<file path="src/rtl/dbus_mmio_bridge.sv">
// dbus_mmio_bridge: splits the CPU data port between the data RAM and a
// small MMIO block (LED, switches, 32-bit timer with compare interrupt).
//
// Ports:
//   cpu_clk_50M, cpu_rst        clock, synchronous active-high reset
//   daddr, dce, we, din, dm     CPU data port (dm valid one cycle later)
//   ram_addr/ce/we/din/dout     synchronous data RAM (1-cycle read)
//   sw, led                     board switches in, LED register out
//   timer_irq                   level interrupt = pending & irq_en
//
// Optional build macro: TIMER_PRESCALE_EN adds a PRESCALE register at
// offset 0x14 that divides the timer advance rate by (PRESCALE + 1).

module dbus_mmio_bridge #(
    parameter logic [15:0] MMIO_BASE = 16'hBFAF,
    parameter int          LED_W     = 16,
    parameter int          SW_W      = 16
) (
    input  logic             cpu_clk_50M,
    input  logic             cpu_rst,
    input  logic [31:0]      daddr,
    input  logic             dce,
    input  logic [3:0]       we,
    input  logic [31:0]      din,
    output logic [31:0]      dm,
    output logic [31:0]      ram_addr,
    output logic             ram_ce,
    output logic [3:0]       ram_we,
    output logic [31:0]      ram_din,
    input  logic [31:0]      ram_dout,
    input  logic [SW_W-1:0]  sw,
    output logic [LED_W-1:0] led,
    output logic             timer_irq
);

    // Byte-lane merge of a CPU write into an existing register value.
    function automatic logic [31:0] f_merge(
        input logic [31:0] old_v,
        input logic [31:0] new_v,
        input logic [3:0]  be
    );
        logic [31:0] r;
        r = old_v;
        for (int b = 0; b < 4; b++) begin
            if (be[b]) r[b*8 +: 8] = new_v[b*8 +: 8];
        end
        return r;
    endfunction

    logic [LED_W-1:0] r_led;
    logic [SW_W-1:0]  r_sw_q;
    logic [31:0]      r_count;
    logic [31:0]      r_cmp;
    logic             r_en;
    logic             r_pend;
    logic             r_reload;
    logic             r_irqen;
    logic             r_sel;
    logic [31:0]      r_rdata;

    logic             w_is_mmio;
    logic [13:0]      w_off;
    logic             w_wr;
    logic             w_rd;
    logic             w_wr_led;
    logic             w_wr_cnt;
    logic             w_wr_cmp;
    logic             w_wr_ctrl;
    logic             w_w1c;
    logic             w_tick;
    logic             w_match;
    logic [31:0]      w_cnt_inc;
    logic [31:0]      w_cnt_base;
    logic [31:0]      w_cnt_tmr;
    logic [31:0]      w_rdata;
    logic [LED_W-1:0] w_led_next;

    assign w_is_mmio = dce & (daddr[31:16] == MMIO_BASE);
    assign w_off     = daddr[15:2];
    assign w_wr      = w_is_mmio & (|we);
    assign w_rd      = dce & (we == 4'b0000);
    assign w_wr_led  = w_wr & (w_off == 14'h0);
    assign w_wr_cnt  = w_wr & (w_off == 14'h2);
    assign w_wr_cmp  = w_wr & (w_off == 14'h3);
    assign w_wr_ctrl = w_wr & (w_off == 14'h4);
    assign w_w1c     = w_wr_ctrl & we[0] & din[1];

    assign ram_ce   = dce & ~w_is_mmio;
    assign ram_we   = ram_ce ? we : 4'b0000;
    assign ram_addr = daddr;
    assign ram_din  = din;

    // Match is only evaluated on advance cycles; reload applies on match.
    assign w_match    = w_tick & (r_count == r_cmp);
    assign w_cnt_inc  = r_count + 32'd1;
    assign w_cnt_base = w_tick ? w_cnt_inc : r_count;
    assign w_cnt_tmr  = (w_match & r_reload) ? 32'd0 : w_cnt_base;
    assign w_led_next = LED_W'(f_merge(32'(r_led), din, we));

`ifdef TIMER_PRESCALE_EN
    logic [15:0] r_psc;
    logic [15:0] r_pcnt;
    logic        w_wr_psc;

    assign w_wr_psc = w_wr & (w_off == 14'h5);
    assign w_tick   = r_en & (r_pcnt == r_psc);

    always_ff @(posedge cpu_clk_50M) begin
        if (cpu_rst) begin
            r_psc  <= '0;
            r_pcnt <= '0;
        end else begin
            if (w_wr_psc) r_psc <= 16'(f_merge(32'(r_psc), din, we));
            if (!r_en || w_wr_psc || w_tick) r_pcnt <= '0;
            else                             r_pcnt <= r_pcnt + 16'd1;
        end
    end
`else
    assign w_tick = r_en;
`endif

    always_comb begin
        w_rdata = '0;
        case (w_off)
            14'h0:   w_rdata = 32'(r_led);
            14'h1:   w_rdata = 32'(r_sw_q);
            14'h2:   w_rdata = r_count;
            14'h3:   w_rdata = r_cmp;
            14'h4:   w_rdata = {28'd0, r_irqen, r_reload, r_pend, r_en};
`ifdef TIMER_PRESCALE_EN
            14'h5:   w_rdata = 32'(r_psc);
`endif
            default: w_rdata = '0;
        endcase
    end

    always_ff @(posedge cpu_clk_50M) begin
        if (cpu_rst) begin
            r_led    <= '0;
            r_sw_q   <= '0;
            r_count  <= '0;
            r_cmp    <= 32'hFFFF_FFFF;
            r_en     <= 1'b0;
            r_pend   <= 1'b0;
            r_reload <= 1'b0;
            r_irqen  <= 1'b0;
            r_sel    <= 1'b0;
            r_rdata  <= '0;
        end else begin
            r_sw_q <= sw;
            if (w_rd) begin
                r_sel   <= w_is_mmio;
                r_rdata <= w_rdata;
            end
            if (w_wr_led) r_led <= w_led_next;
            if (w_wr_cmp) r_cmp <= f_merge(r_cmp, din, we);
            // CPU write wins per lane; other lanes keep the increment.
            if (w_wr_cnt) r_count <= f_merge(w_cnt_base, din, we);
            else          r_count <= w_cnt_tmr;
            if (w_wr_ctrl & we[0]) begin
                r_en     <= din[0];
                r_reload <= din[2];
                r_irqen  <= din[3];
            end
            // A same-cycle match beats the write-1-to-clear.
            r_pend <= w_match | (r_pend & ~w_w1c);
        end
    end

    assign dm        = r_sel ? r_rdata : ram_dout;
    assign led       = r_led;
    assign timer_irq = r_pend & r_irqen;

endmodule
</file>
<file path="config.mk">
export PLATFORM = sky130hd
export DESIGN_NAME = dbus_mmio_bridge
export DESIGN_NICKNAME = d
export VERILOG_FILES = /design/src/rtl/dbus_mmio_bridge.sv
export SDC_FILE = /design/constraint.sdc
export NUM_CORES = 1
export LEC_CHECK = 0
export CAP_MARGIN = 10
export CORE_MARGIN = 10
export CORE_UTILIZATION = 35
export DETAILED_ROUTE_END_ITERATION = 12
export PLACE_DENSITY_LB_ADDON = 0.3
export SYNTH_ARGS = -nofsm -noshare
export SYNTH_HDL_FRONTEND = slang
export SYNTH_SLANG_ARGS = --single-unit
</file>
<file path="constraint.sdc">
create_clock -name cpu_clk_50M -period 2.55 [get_ports cpu_clk_50M]
set_input_delay 0.3825 -clock cpu_clk_50M [delete_from_list [all_inputs] [get_ports cpu_clk_50M]]
set_output_delay 0.3825 -clock cpu_clk_50M [all_outputs]
set_load 0.03 [all_outputs]
</file>
==> impl_metrics.json <==
{
  "outcome": "complete, no violations",
  "antenna_found_initial": 0,
  "period_minus_slack_ns": 2.45,
  "synth_cells": 853,
  "critical_path.top_delay_family": "simple AND/OR/NAND/NOR gates",
  "hold_class": "in2reg",
  "powerDensity_nw_per_um2": 512,
  "dr.pass1.iters": 5,
  "fin_ws_ns": 0.0972,
  "preCtsSetupSlack_ns": -0.276,
  "fp.dieW_um": 167,
  "ys_ff_latch": 133,
  "placementRows": 53,
  "final_nets": 1158,
  "synth.distinct_cells": 47,
  "drt-wirelength-per-cell_um": 18.9,
  "cts_buffers": 17,
  "drive_gt1_share_pct": 18.6,
  "yosysSeqAreaShare_pct": 35.4,
  "hold_viol": 0,
  "max_slew_margin_pct": 38.2,
  "initial_utilization_pct": 35.7,
  "cp.required_ns": 2.17,
  "cts_root_buf": "clkbuf_16",
  "grt_usage_pct": 17.3,
  "cts_htree_levels": 4,
  "synth_edf_count": 0,
  "vias_per_cell": 5.19,
  "setup_tns_ns": 0,
  "yosys.area.top_type_share_pct": 35.4,
  "syn-cell-area_um2": 7520,
  "cp_num_buf_inv": 3,
  "cts_tree": "yes",
  "diodes": 0,
  "drc": 0,
  "cp_cell_sequence": "clkdlybuf4s50_1, nand4b_1, or4_4, buf_6, nand2_8, nor2_1, buf_4",
  "drv_slew": 0,
  "worst_pin_slew_ns": 0.924,
  "utilization_pct": 50.6,
  "critPathMaxFanout": 5,
  "clock_skew_ns": 0.00709,
  "via_count": 6883,
  "synth_top_cells_by_count": "133 x dfxtp_1, 89 x nor2_1, 65 x buf_4, 54 x mux2_2",
  "syn_area_per_cell_um2": 8.82,
  "cts_sinks": 133,
  "port_buffers": 232,
  "gp_congestion": 0.860,
  "synth_warnings": 0,
  "drv_cap": 0,
  "ctsLongestPathBuffers": 2,
  "grt_pass1_wl_mm": 39.1,
  "grt_pass1_vias": 6869,
  "synthArstFlopShare_pct": 0,
  "setup_viol": 0,
  "critPathKind": "in2out",
  "clock_latency_ns": 0.42,
  "leakage_nw": 4.06,
  "yosysMostFrequentCell": "dfxtp_1",
  "core_area_um2": 21100,
  "cp-start-kind": "primary input",
  "die-area_um2": 27800,
  "area_delta_synth_final_pct": 41.8,
  "grt_setup_unrepaired": "false",
  "grt_max_degree": 65,
  "ir_drop_v": 0.000355,
  "hold_buffers": 0,
  "postRouteAntennaNets": 0,
  "fillers": 2016,
  "grt-ovfl-total": 0,
  "synthTopCellsByArea": "dfxtp_1 35%, mux2_2 8.1%, buf_4 6.5%",
  "syn_nets": 973,
  "wl_mm": 25.1,
  "ioPinCount": 237,
  "arrival_ns": 2.07,
  "max_stage_delay_ns": 0.54,
  "worst_setup_path_end_kind": "output port",
  "max_freq_mhz": 408,
  "dpl.hpwl_mm": 19.3,
  "worst_path_max_delay_cell": "or4_4",
  "r2r_slack_ns": 0.25,
  "clk_pin_slew_worst_paths_ns": 0.05,
  "drt-initial-drc-count": 458,
  "dominantRegCellSynth": "dfxtp_1",
  "die_y_um": 167,
  "period_share_pct": 96.2,
  "yosysTopAreaCell": "dfxtp_1"
}
==> placed cells by master (no fill, tap or decap), types with 32 or more instances in the layout <==
master             n
clkdlybuf4s50_1  201
dfxtp_1          133
nor2_1            89
buf_4             70
mux2_2            54
o21ai_0           40
nand2_1           39
xnor2_1           39
a21oi_1           35
nand3_1           32
o21bai_1          32
==> cells by family (layout without fill, tap and decap cells) <==
kind of cell | after synthesis | count (layout) | synth area share [%]
AO/OA/AOI/OAI | 174 | 174 | 15.3
XOR/XNOR | 60 | 60 | 6.98
adder cells (fa/ha/maj) | 1 | 1 | 0.166
buffers and inverters | 147 | 345 | 10.9
flip-flops | 133 | 133 | 35.4
multiplexers | 86 | 86 | 14.3
AND/OR/NAND/NOR | 252 | 252 | 17.0
==> stage by stage <==
| step | cells | instance area (um2) | hold slack (ns) | total power, mW |
|---|---|---|---|---|
| after floorplan | 853 | 7520 | 0.420 | 2.56 |
| after detailed placement | 1291 | 9970 | 0.442 | 2.94 |
| after CTS | 1323 | 10600 | 0.340 | 5.51 |
| after global placement | 1291 | 9970 | 0.441 | 2.94 |
| after global routing | 1326 | 10700 | 0.357 | 5.65 |
| final | 1326 | 10700 | 0.355 | 5.47 |
==> power by group <==
group | total, mW | internal, mW | switching (mW)
sequential | 2.10 | 2.09 | 0.00491
combinational | 0.794 | 0.393 | 0.400
clock | 2.58 | 1.65 | 0.928
total | 5.47 | 4.13 | 1.33
==> timing repair <==
item                                    CTS  global route
endpoints found under the setup margin    5            11
setup buffers                             0             2
pin swaps                                 1             1
endpoints found under the hold margin     0             0
gates resized for setup                   3             4
cloned                                    0             1
==> state kept, by name (all words and copies together) (netlist names) <==
signal    count
r_reload      1
led          16
r_pend        1
r_sw_q       16
r_irqen       1
r_cmp        32
r_rdata      32
r_count      32
r_en          1
r_sel         1
==> path summary, 6_finish.rpt <==
path	from	endpoint	cells past startpoint
worst max-delay path	daddr[30]	ram_we[0]	7
worst min-delay path	cpu_rst	led[6]	2
worst max register to register	r_count[2]	r_count[29]	6
worst min register to register	r_rdata[5]	r_rdata[5]	2
==> metal layers <==
metal | up-vias | GRT usage (%) | part of all wire (%)
met4 | 0 | 3.82 | 0.73
met3 | 15 | 4.42 | 6.2
met5 | - | 0 | 0
li1 | 3345 | - | -
met2 | 217 | 29.0 | 50
met1 | 3306 | 21.9 | 43
==> area by class of cell <==
class | instances | area, um2 | share of cell area, %
Clock buffer | 22 | 484 | 4.54
Multi-Input combinational cell | 573 | 4070 | 38.1
Inverter | 25 | 93.8 | 0.879
Sequential cell | 133 | 2660 | 24.9
Clock inverter | 10 | 146 | 1.37
Timing Repair Buffer | 288 | 2870 | 26.9
Tap cell | 275 | 344 | 3.22
(Power assumes the default switching activity.)
